[src/rtl/gray_code_converter_stream.sv]
// Registered binary<->Gray converter with a valid/ready stream and one output stage.
// Define GRAY_STEP_CHECK_EN to build the Gray-step checker that drives Step_Error.
module gray_code_converter_stream #(
   parameter int WIDTH = 4
) (
   input  logic             Clock,
   input  logic             Reset_n,
   input  logic             In_Valid,
   output logic             In_Ready,
   input  logic             Mode_In,
   input  logic [WIDTH-1:0] Data_In,
   output logic             Out_Valid,
   input  logic             Out_Ready,
   output logic [WIDTH-1:0] Data_Out,
   output logic             Mode_Out,
   output logic             Step_Error
);

   logic [WIDTH-1:0] b2g;
   logic [WIDTH-1:0] g2b;
   logic [WIDTH-1:0] conv;
   logic             in_xfer;
   logic             step_err_new;

   logic             out_valid_q, out_valid_d;
   logic [WIDTH-1:0] data_q, data_d;
   logic             mode_q, mode_d;
   logic             step_err_q, step_err_d;

   assign b2g[WIDTH-1] = Data_In[WIDTH-1];
   assign g2b[WIDTH-1] = Data_In[WIDTH-1];

   // Each binary bit is the XOR of all Gray bits at or above it, so no ripple chain is needed.
   genvar gi;
   generate
      for (gi = 0; gi < WIDTH - 1; gi++) begin : g_conv
         assign b2g[gi] = Data_In[gi+1] ^ Data_In[gi];
         assign g2b[gi] = ^Data_In[WIDTH-1:gi];
      end
   endgenerate

   assign conv     = Mode_In ? g2b : b2g;
   assign In_Ready = !out_valid_q || Out_Ready;
   assign in_xfer  = In_Valid && In_Ready;

`ifdef GRAY_STEP_CHECK_EN
   logic             hist_valid_q, hist_valid_d;
   logic             hist_mode_q, hist_mode_d;
   logic [WIDTH-1:0] hist_gray_q, hist_gray_d;
   logic [WIDTH-1:0] gray_cur;
   logic [WIDTH-1:0] gray_diff;
   logic             one_bit_step;

   assign gray_cur     = Mode_In ? Data_In : b2g;
   assign gray_diff    = gray_cur ^ hist_gray_q;
   assign one_bit_step = (gray_diff != '0) && ((gray_diff & (gray_diff - 1'b1)) == '0);
   assign step_err_new = hist_valid_q && (Mode_In == hist_mode_q) && !one_bit_step;

   always_comb begin
      hist_valid_d = hist_valid_q;
      hist_mode_d  = hist_mode_q;
      hist_gray_d  = hist_gray_q;
      if (in_xfer) begin
         hist_valid_d = 1'b1;
         hist_mode_d  = Mode_In;
         hist_gray_d  = gray_cur;
      end
   end

   always_ff @(posedge Clock or negedge Reset_n) begin
      if (!Reset_n) begin
         hist_valid_q <= 1'b0;
         hist_mode_q  <= 1'b0;
         hist_gray_q  <= '0;
      end else begin
         hist_valid_q <= hist_valid_d;
         hist_mode_q  <= hist_mode_d;
         hist_gray_q  <= hist_gray_d;
      end
   end
`else
   assign step_err_new = 1'b0;
`endif

   always_comb begin
      out_valid_d = out_valid_q;
      data_d      = data_q;
      mode_d      = mode_q;
      step_err_d  = step_err_q;
      if (in_xfer) begin
         out_valid_d = 1'b1;
         data_d      = conv;
         mode_d      = Mode_In;
         step_err_d  = step_err_new;
      end else if (Out_Ready) begin
         out_valid_d = 1'b0;
      end
   end

   always_ff @(posedge Clock or negedge Reset_n) begin
      if (!Reset_n) begin
         out_valid_q <= 1'b0;
         data_q      <= '0;
         mode_q      <= 1'b0;
         step_err_q  <= 1'b0;
      end else begin
         out_valid_q <= out_valid_d;
         data_q      <= data_d;
         mode_q      <= mode_d;
         step_err_q  <= step_err_d;
      end
   end

   assign Out_Valid  = out_valid_q;
   assign Data_Out   = data_q;
   assign Mode_Out   = mode_q;
   assign Step_Error = step_err_q;

endmodule

[config.mk]
export PLATFORM = sky130hd
export DESIGN_NAME = gray_code_converter_stream
export DESIGN_NICKNAME = d
export VERILOG_FILES = /design/src/rtl/gray_code_converter_stream.sv
export SDC_FILE = /design/constraint.sdc
export NUM_CORES = 1
export LEC_CHECK = 0
export ABC_AREA = 1
export BUFFER_PORTS_ARGS = -buffer_cell sky130_fd_sc_hd__buf_4
export CAP_MARGIN = 20
export CORE_AREA = 2 2 39 41
export DETAILED_ROUTE_END_ITERATION = 10
export DIE_AREA = 0 0 41 43
export PLACE_DENSITY_LB_ADDON = 0.15
export RECOVER_POWER = 50
export SLEW_MARGIN = 0
export SYNTH_ARGS = -nofsm -noshare
export SYNTH_HDL_FRONTEND = slang
export SYNTH_SLANG_ARGS = --single-unit
export TNS_END_PERCENT = 30
[constraint.sdc]
create_clock -name Clock -period 1.55 [get_ports Clock]
set_input_delay 0.31 -clock Clock [delete_from_list [all_inputs] [get_ports Clock]]
set_output_delay 0.31 -clock Clock [all_outputs]
set_load 0.1 [all_outputs]
After elaboration in Yosys (flattened, before gate mapping)
Cells that the tools add are included.
{ "totals": {"input_bits": 9, "wordCells": 16, "out_inout_bits": 8, "register_bits": 6} }
{ "classes": {"reduce_logical": 7, "n_mux": 3, "bitwise_logic": 3} }
{ "op_table": {"columns": ["operator", "n"], "rows": [
  ["$reduce_xor 4->1", 1],
  ["$mux 3", 1],
  ["$reduce_xor 3->1", 1],
  ["$xor 1x1->1", 3],
  ["$mux 1", 2],
  ["$reduce_bool 2->1", 1],
  ["$reduce_xor 2->1", 1],
  ["$logic_and 1x1->1", 1],
  ["$logic_not 1->1", 1],
  ["$logic_or 1x1->1", 1]
]} }

Longest topological paths before layout
Gate-level depths: netlist (run 1).
{ "depth": {"depth_word": 4, "depth_mapped": 6, "depth_no_buf": 6} }

Worst setup path after synthesis (run 1)
No wires, ideal clock.
{ "synth_timing": {"path_kind": "register to register", "start": "register out_valid_q (netlist: Out_Valid)", "end": "register data_q[0] (netlist: Data_Out[0])", "path_stages_with_launch": 6, "slack_ns": -0.515, "t_required_ns": 1.430, "arrival_time_ns": 1.945, "cell_sequence": "dfrtp_1 > nand2_2 > nand2_2 > inv_2 > nand3_1 > nand2_1"} }
{ "synth_via": {"elab_chain_cells": 3} }
{ "synth_rtl": {"columns": ["item", "line_no", "text"], "rows": [
  ["from (decl)", "25", "logic out_valid_q, out_valid_d;"],
  ["from (signal assigned)", "107", "out_valid_q <= out_valid_d;"],
  ["$logic_not 1->1", "43", "assign In_Ready = !out_valid_q || Out_Ready;"],
  ["$logic_or 1x1->1", "43", null],
  ["via In_Ready", "9", "output logic In_Ready,"],
  ["$logic_and 1x1->1", "44", "assign in_xfer = In_Valid && In_Ready;"],
  ["to (signal assigned)", "108", "data_q <= data_d;"],
  ["to (decl)", "26", "logic [WIDTH-1:0] data_q, data_d;"]
]} }
The timed path passes the listed nets, and every way through them passes these cells.
A chain may end at the register's enable or synchronous reset.

Final worst setup path (run 1)
{ "layout_timing": {"start": "register out_valid_q (netlist: Out_Valid)", "end": "output In_Ready"} }
{ "layout_via": {"elab_chain_cells": 2} }
{ "layout_rtl": {"columns": ["item", "line_no"], "rows": [
  ["$logic_not 1->1", "43"],
  ["$logic_or 1x1->1", "43"],
  ["to (decl)", "9"]
]} }
Every way passes these cells.

==> flow_summary.json, run 1 <==
{
  "p_switching_uw": 316,
  "htreeDepth": 1,
  "route.detailed.wl_per_inst_um": 8.03,
  "drc": 0,
  "netlist_instances": 51,
  "synth_area_leaders": "dfrtp_1, nand2_1, nand3_1",
  "antenna_found_initial": 0,
  "area_growth_pct": 45.7,
  "r2r_cells": 5,
  "pre_cts_slack_ns": 0.472,
  "synth_top_area_share_pct": 44.6,
  "rsz0062_at_grt": "false",
  "end_kind": "primary output",
  "tns_ns": 0,
  "path_clk_slew_ns": 0.05,
  "cp_max_fo": 3,
  "hold_violations": 0,
  "ys_ff_latch": 6,
  "worstSkewPairLatency_ns": 0.24,
  "drv_cap": 0,
  "required_ns": 1.24,
  "r2r_slack_ns": 0.52,
  "grt_max_degree": 9,
  "cp-start-kind": "flop",
  "overflow": 0,
  "p_seq_share_pct": 29.2,
  "status": "finished, final reports clean",
  "hold_depth": 3,
  "die_h_um": 43,
  "die_x_um": 41,
  "finalSetupViolCount": 0,
  "intPower_uw": 342,
  "yosys_warnings": 0,
  "mostFrequentLayoutCell": "nand2_1",
  "cts_buffers": 3,
  "cts.sink_count": 6,
  "track_usage_pct": 9.47,
  "post-route-min-period_ns": 1.35,
  "setup_ws_ns": 0.203,
  "antenna_left": 0,
  "row_count": 14,
  "dieArea_um2": 1760,
  "critPathKind": "flop to primary output",
  "layout-drive-gt1-share_pct": 28.6,
  "fin_area_um2": 490,
  "final_net_count": 80,
  "boundaryPins": 17,
  "drt_iter0_markers": 3,
  "viasPerCell": 4.03,
  "core_area_um2": 1380,
  "cts_root_buf": "clkbuf_4",
  "yosysTopAreaCell": "dfrtp_1",
  "min-delay-start": "Mode_In",
  "ys_types": 9,
  "hpwl_um": 581,
  "grt_pass1_wl_um": 1090,
  "cts_tree": "yes",
  "place_congestion": 0.713,
  "post-cts-setup-buffers": 0,
  "place_area_um2": 468,
  "sw_frac_of_total_pct": 48.0,
  "first_pass_iters": 2,
  "p_per_area_nw_per_um2": 1340,
  "crit_start": "Out_Valid$_DFFE_PN0P_",
  "r2r_start": "Out_Valid$_DFFE_PN0P_",
  "power_uw": 657,
  "initial_core_util_pct": 24.3,
  "synth.avg_cell_area_um2": 6.60,
  "syn_area_um2": 337,
  "io_buffers": 15,
  "grt_pass1_vias": 267,
  "final_util_pct": 35.4,
  "n_antenna_cell": 0,
  "slew_viol_final": 0,
  "holdCritPathClass": "primary input to flop",
  "whs_endpoint": "Mode_Out$_DFFE_PN0P_",
  "vias": 347,
  "skew_ns": 0.000152,
  "power_frac_clock_pct": 23.5,
  "cts_buffer_depth": 2,
  "syn_nets": 60,
  "period_share_pct": 86.9,
  "critPathArrivalTime_ns": 1.04,
  "r2r_end": "Data_Out[1]$_DFFE_PN0P_",
  "postRouteWirelength_um": 691,
  "p_leak_uw": 0.000292,
  "final_cell_mix": "nand2_1, buf_4, nand3_1, dfrtp_1, inv_1",
  "yosysSeqAreaShare_pct": 44.6,
  "pwr-share-comb_pct": 47.3,
  "fmax_ghz": 0.742,
  "irDropWorstVdd_mv": 0.346
}
-- power groups by stage --
| stage | Combinational, uW | Sequential, uW | Clock, uW |
|---|---|---|---|
| 6_report | 311 | 192 | 155 |
| 5_1_grt | 329 | 193 | 172 |
| 4_1_cts | 318 | 194 | 161 |
| 3_5_place_dp | 316 | 196 | 0 |
| 3_3_place_gp | 317 | 196 | 0 |
| 2_1_floorplan | 74.6 | 363 | 0 |
-- state kept, by name (all words and copies together), names as in the netlist --
register   count
Data_Out       4
Mode_Out       1
Out_Valid      1
-- routing by layer --
layer	track usage (%)	vias to the layer above	routed length (um)
li1	-	191	-
met1	12.7	137	325
met2	11.6	15	268
met3	3.14	4	72
met4	8.00	0	25
met5	0	-	0
-- through the flow --
step	std cells	hold WS [ns]
detailed placement	81	0.123
global route	86	0.331
global placement	81	0.122
CTS	86	0.307
finish	86	0.315
floorplan	51	0.0144
-- layout make-up --
cell class	count	area (um^2)
fillers	157	893
multi-input cells	38	151
repair buffers	16	119
clock buffers	4	26.3
well taps	16	20.0
inverters	6	22.5
flip-flops and latches	6	151
-- critical path, cell delays in order (launching register included) --
cell and delay [ns]:
dfrtp_2 0.39, nand2_1 0.10, buf_4 0.30
-- what timing repair did --
action | in CTS | in global routing
hold buffers | 1 | 0
endpoints found under the hold margin | 6 | 0
gates resized for setup | 0 | 0
endpoints found under the setup margin | 0 | 0
-- worst max-delay path by stage --
stage | to | slack [ns]
3_3_place_gp | In_Ready | 0.48
3_5_place_dp | In_Ready | 0.47
4_1_cts | In_Ready | 0.21
5_1_grt | In_Ready | 0.15
2_1_floorplan | Data_Out[0]$_DFFE_PN0P_ | 0.06
6_report | In_Ready | 0.20
-- cells in the mapped netlist --
master and instances:
inv_2 3, buf_4 1, dfrtp_1 6, o21ai_0 1, nand2_1 28, conb_1 1, inv_1 3, nand3_1 6
nand2_2 2
-- logic make-up after synthesis --
| kind of cell | after synthesis | synth area share (%) |
|---|---|---|
| AND/OR/NAND/NOR | 36 | 43.9 |
| flip-flops | 6 | 44.6 |
| buffers and inverters | 7 | 8.92 |
| AO/OA/AOI/OAI | 1 | 1.49 |
| other | 1 | 1.11 |
Note: power is estimated with default switching activity, not from simulation.
==> run 2, diff against run 1 <==
--- a/config.mk
+++ b/config.mk
@@ -9,6 +9,7 @@
 export BUFFER_PORTS_ARGS = -buffer_cell sky130_fd_sc_hd__buf_4
 export CAP_MARGIN = 20
 export CORE_AREA = 2 2 39 41
+export CTS_BUF_LIST = sky130_fd_sc_hd__clkbuf_4 sky130_fd_sc_hd__clkbuf_8 sky130_fd_sc_hd__clkbuf_16
 export DETAILED_ROUTE_END_ITERATION = 10
 export DIE_AREA = 0 0 41 43
 export PLACE_DENSITY_LB_ADDON = 0.15
==> flow_summary.json, run 2 (synthesized netlist as in run 1, its figures left out) <==
{
  "n_antenna_cell": 0,
  "final_net_count": 80,
  "cts.sink_count": 6,
  "cp-start-kind": "flop",
  "antenna_found_initial": 0,
  "viasPerCell": 4.06,
  "grt_pass1_vias": 268,
  "required_ns": 1.24,
  "power_frac_clock_pct": 25.8,
  "path_clk_slew_ns": 0.05,
  "slowest_delay_ns": 0.40,
  "grt_max_degree": 9,
  "boundaryPins": 17,
  "cts_hold_buf": 1,
  "layout-drive-gt1-share_pct": 30.0,
  "post-route-min-period_ns": 1.35,
  "cts_resized": 0,
  "fmax_ghz": 0.740,
  "initial_core_util_pct": 24.3,
  "grt_pass1_wl_um": 1100,
  "skew_ns": 0.00284,
  "pwr-share-comb_pct": 45.9,
  "cp_max_fo": 3,
  "hpwl_um": 581,
  "place_congestion": 0.713,
  "drv_cap": 0,
  "status": "finished, final reports clean",
  "period_share_pct": 87.2,
  "crit_chain": "nand2_1 -> buf_4",
  "p_leak_uw": 0.000296,
  "tns_ns": 0,
  "end_kind": "primary output",
  "hold_violations": 0,
  "p_per_area_nw_per_um2": 1370,
  "drt_iter0_markers": 3,
  "largest_register_ffs": 4,
  "die_x_um": 41,
  "die_h_um": 43,
  "cts_buffers": 3,
  "sw_frac_of_total_pct": 47.0,
  "finalSetupViolCount": 0,
  "p_switching_uw": 318,
  "area_growth_pct": 46.8,
  "place_area_um2": 468,
  "critPathKind": "flop to primary output",
  "drc": 0,
  "slew_viol_final": 0,
  "track_usage_pct": 9.57,
  "holdCritPathClass": "primary input to flop",
  "irDropWorstVdd_mv": 0.326,
  "row_count": 14,
  "htreeDepth": 1,
  "fin_area_um2": 494,
  "rsz0062_at_grt": "false",
  "dieArea_um2": 1760,
  "postRouteWirelength_um": 698,
  "intPower_uw": 359,
  "final_cell_mix": "nand2_1, buf_4, nand3_1, dfrtp_1",
  "antenna_left": 0,
  "dpl.cell_count": 81,
  "final_util_pct": 35.7,
  "cts_buffer_depth": 2,
  "mostFrequentLayoutCell": "nand2_1",
  "cts_tree": "yes",
  "route.detailed.wl_per_inst_um": 8.12,
  "critPathArrivalTime_ns": 1.04,
  "io_buffers": 15,
  "p_seq_share_pct": 28.3,
  "overflow": 0,
  "post-cts-setup-buffers": 0,
  "slowest_stage": "dfrtp_2",
  "cts_root_buf": "clkbuf_4",
  "worstSkewPairLatency_ns": 0.24,
  "stdcell_count": 86,
  "first_pass_iters": 2,
  "core_area_um2": 1380,
  "vias": 349
}
## run 2: cell types whose count changed in the layout (fill, tap and decap cells not counted)
cell and delta:
clkbuf_1 -1, clkbuf_4 +1
## run 2: path summary, 6_finish.rpt
kind                                         start                 endpoint  slack [ns]  cells past startpoint
setup / recovery             Out_Valid$_DFFE_PN0P_                 In_Ready        0.20                      2
hold / removal                             Mode_In     Mode_Out$_DFFE_PN0P_        0.31                      3
setup reg to reg             Out_Valid$_DFFE_PN0P_  Data_Out[1]$_DFFE_PN0P_        0.51                      5
hold reg to reg            Data_Out[0]$_DFFE_PN0P_  Data_Out[0]$_DFFE_PN0P_        0.48                      2
max in group asynchronous                  Reset_n    Out_Valid$_DFFE_PN0P_        0.83                      2
min in group asynchronous                  Reset_n  Data_Out[2]$_DFFE_PN0P_        0.46                      2
## run 2: critical path, delay by kind of cell, from the launching register on
kind          cells  cell delay (ns)
flops             1             0.40
simple gates      1             0.10
buf+inv           1             0.30
## run 2: stage by stage
| step | power (uW) | setup WS, ns | hold slack [ns] |
|---|---|---|---|
| floorplan | 438 | 0.0643 | 0.0144 |
| global placement | 513 | 0.482 | 0.122 |
| detailed placement | 512 | 0.472 | 0.123 |
| CTS | 694 | 0.203 | 0.307 |
| global route | 714 | 0.146 | 0.331 |
| finish | 678 | 0.198 | 0.314 |
## run 2: layout make-up
class	count	area [um^2]
flip-flops and latches	6	151
repair buffers	16	119
fillers	157	890
multi-input cells	38	151
inverters	6	22.5
well taps	16	20.0
clock buffers	4	30.0
## run 2: power groups by stage
stage / logic (uW) / clock network (uW) / registers, uW
2_1_floorplan: 74.6 / 0 / 363
3_3_place_gp: 317 / 0 / 196
3_5_place_dp: 316 / 0 / 196
4_1_cts: 318 / 182 / 194
5_1_grt: 329 / 192 / 193
6_report: 311 / 175 / 192
## run 2: routing by layer
layer | GRT usage, % | share of wire [%] | up-vias
met4 | 8.00 | 3.6 | 0
met5 | 0 | 0 | -
met3 | 3.14 | 10 | 4
met1 | 12.7 | 47 | 139
li1 | - | - | 191
met2 | 11.9 | 39 | 15
==> run 3, diff against run 2 <==
--- a/config.mk
+++ b/config.mk
@@ -12,8 +12,9 @@
 export CTS_BUF_LIST = sky130_fd_sc_hd__clkbuf_4 sky130_fd_sc_hd__clkbuf_8 sky130_fd_sc_hd__clkbuf_16
 export DETAILED_ROUTE_END_ITERATION = 10
 export DIE_AREA = 0 0 41 43
-export PLACE_DENSITY_LB_ADDON = 0.15
+export PLACE_DENSITY_LB_ADDON = 0.3
 export RECOVER_POWER = 50
+export SETUP_SLACK_MARGIN = 0.15
 export SLEW_MARGIN = 0
 export SYNTH_ARGS = -nofsm -noshare
 export SYNTH_HDL_FRONTEND = slang
==> flow_summary.json, run 3 (synthesized netlist as in run 1, its figures left out) <==
{
  "finalSetupViolCount": 0,
  "first_pass_iters": 6,
  "boundaryPins": 17,
  "fmax_ghz": 0.720,
  "hold_violations": 0,
  "status": "finished, final reports clean",
  "r2r_start": "Out_Valid$_DFFE_PN0P_",
  "critPathArrivalTime_ns": 1.08,
  "core_area_um2": 1380,
  "worstSkewPairLatency_ns": 0.24,
  "route.detailed.wl_per_inst_um": 8.02,
  "end_kind": "primary output",
  "mostFrequentLayoutCell": "nand2_1",
  "slowest_stage": "dfrtp_4",
  "final_cell_mix": "nand2_1, buf_4, nand3_1, dfrtp_1",
  "slowest_delay_ns": 0.46,
  "htreeDepth": 1,
  "place_congestion": 0.697,
  "crit_chain": "nand2_1 -> buf_6",
  "path_clk_slew_ns": 0.05,
  "dieArea_um2": 1760,
  "postRouteWirelength_um": 690,
  "post-route-min-period_ns": 1.39,
  "critPathKind": "flop to primary output",
  "fillers": 153,
  "io_buffers": 15,
  "holdCritPathClass": "primary input to flop",
  "post-cts-setup-buffers": 0,
  "power_uw": 678,
  "drv_cap": 0,
  "drc": 0,
  "ff_latch_area_um2": 154,
  "required_ns": 1.24,
  "area_growth_pct": 48.7,
  "tns_ns": 0,
  "cts_buffer_depth": 2,
  "drt_iter0_markers": 3,
  "largest_register_ffs": 4,
  "p_leak_uw": 0.000297,
  "multi_input_area_um2": 151,
  "cp-start-kind": "flop",
  "dpl.cell_count": 81,
  "overflow": 0,
  "cp_max_fo": 3,
  "antenna_left": 0,
  "min-delay-start": "Mode_In",
  "grt_pass1_wl_um": 1090,
  "cts_tree": "yes",
  "grt_max_degree": 9,
  "track_usage_pct": 9.60,
  "period_share_pct": 89.7,
  "stdcell_count": 86,
  "cts.sink_count": 6,
  "skew_ns": 0.00418,
  "viasPerCell": 4.12,
  "die_h_um": 43,
  "final_net_count": 80,
  "die_x_um": 41,
  "irDropWorstVdd_mv": 0.253,
  "rsz0062_at_grt": "false",
  "n_antenna_cell": 0,
  "layout-drive-gt1-share_pct": 30.0,
  "antenna_found_initial": 0,
  "row_count": 14,
  "initial_core_util_pct": 24.3,
  "vias": 354,
  "final_util_pct": 36.2,
  "cts_root_buf": "clkbuf_4",
  "crit_start": "Out_Valid$_DFFE_PN0P_",
  "cts_buffers": 3,
  "p_per_area_nw_per_um2": 1360,
  "slew_viol_final": 0,
  "grt_pass1_vias": 296
}
-- run 3: cell types whose count changed in the layout (fill, tap and decap cells not counted) --
cell     before  now
buf_4        14   13
buf_6         0    1
dfrtp_2       1    0
dfrtp_4       0    1
-- run 3: power breakdown --
group	internal [uW]	leakage (uW)	total, uW	switching (uW)
Sequential	182	0.0000718	194	12.1
Clock	115	0.0000184	171	56.5
Combinational	65.2	0.000207	313	248
-- run 3: worst max-delay path: cells and delay by family (launching register included) --
| kind | cells | cell delay (ns) |
|---|---|---|
| buffers and inverters | 1 | 0.24 |
| flip-flops | 1 | 0.46 |
| AND/OR/NAND/NOR | 1 | 0.13 |
-- run 3: final timing paths --
check | endpoint | slack, ns | cells past startpoint
setup / recovery | In_Ready | 0.16 | 2
hold / removal | Mode_Out$_DFFE_PN0P_ | 0.31 | 3
setup reg to reg | Data_Out[0]$_DFFE_PN0P_ | 0.39 | 5
hold reg to reg | Data_Out[0]$_DFFE_PN0P_ | 0.48 | 2
max in group asynchronous | Out_Valid$_DFFE_PN0P_ | 0.83 | 2
min in group asynchronous | Data_Out[3]$_DFFE_PN0P_ | 0.46 | 2
-- run 3: stage by stage --
step | cell area (um^2) | setup slack (ns) | hold WS (ns)
after floorplan | 345 | 0.182 | 0.0144
after global placement | 470 | 0.415 | 0.119
after detailed placement | 470 | 0.406 | 0.120
after CTS | 514 | 0.191 | 0.303
after global routing | 500 | 0.119 | 0.310
final | 500 | 0.160 | 0.308
-- run 3: timing repair --
item / CTS / global route
resized for setup: 1 / 0
endpoints found under the hold margin: 6 / 0
setup endpoints to repair: 1 / 0
hold buffers: 1 / 0
-- run 3: area by class of cell --
type	count	area share, %
clock buffer	4	6.00
multi-input combinational	38	30.2
timing repair buffer	16	24.5
tap	16	4.00
inverter	6	4.50
sequential	6	30.8
-- run 3: per-layer routing --
layer	vias up	wire, um	global-route usage [%]
met5	-	0	0
met4	0	0	10.0
met3	0	72	3.14
met1	146	299	11.8
met2	19	318	11.9
li1	189	-	-
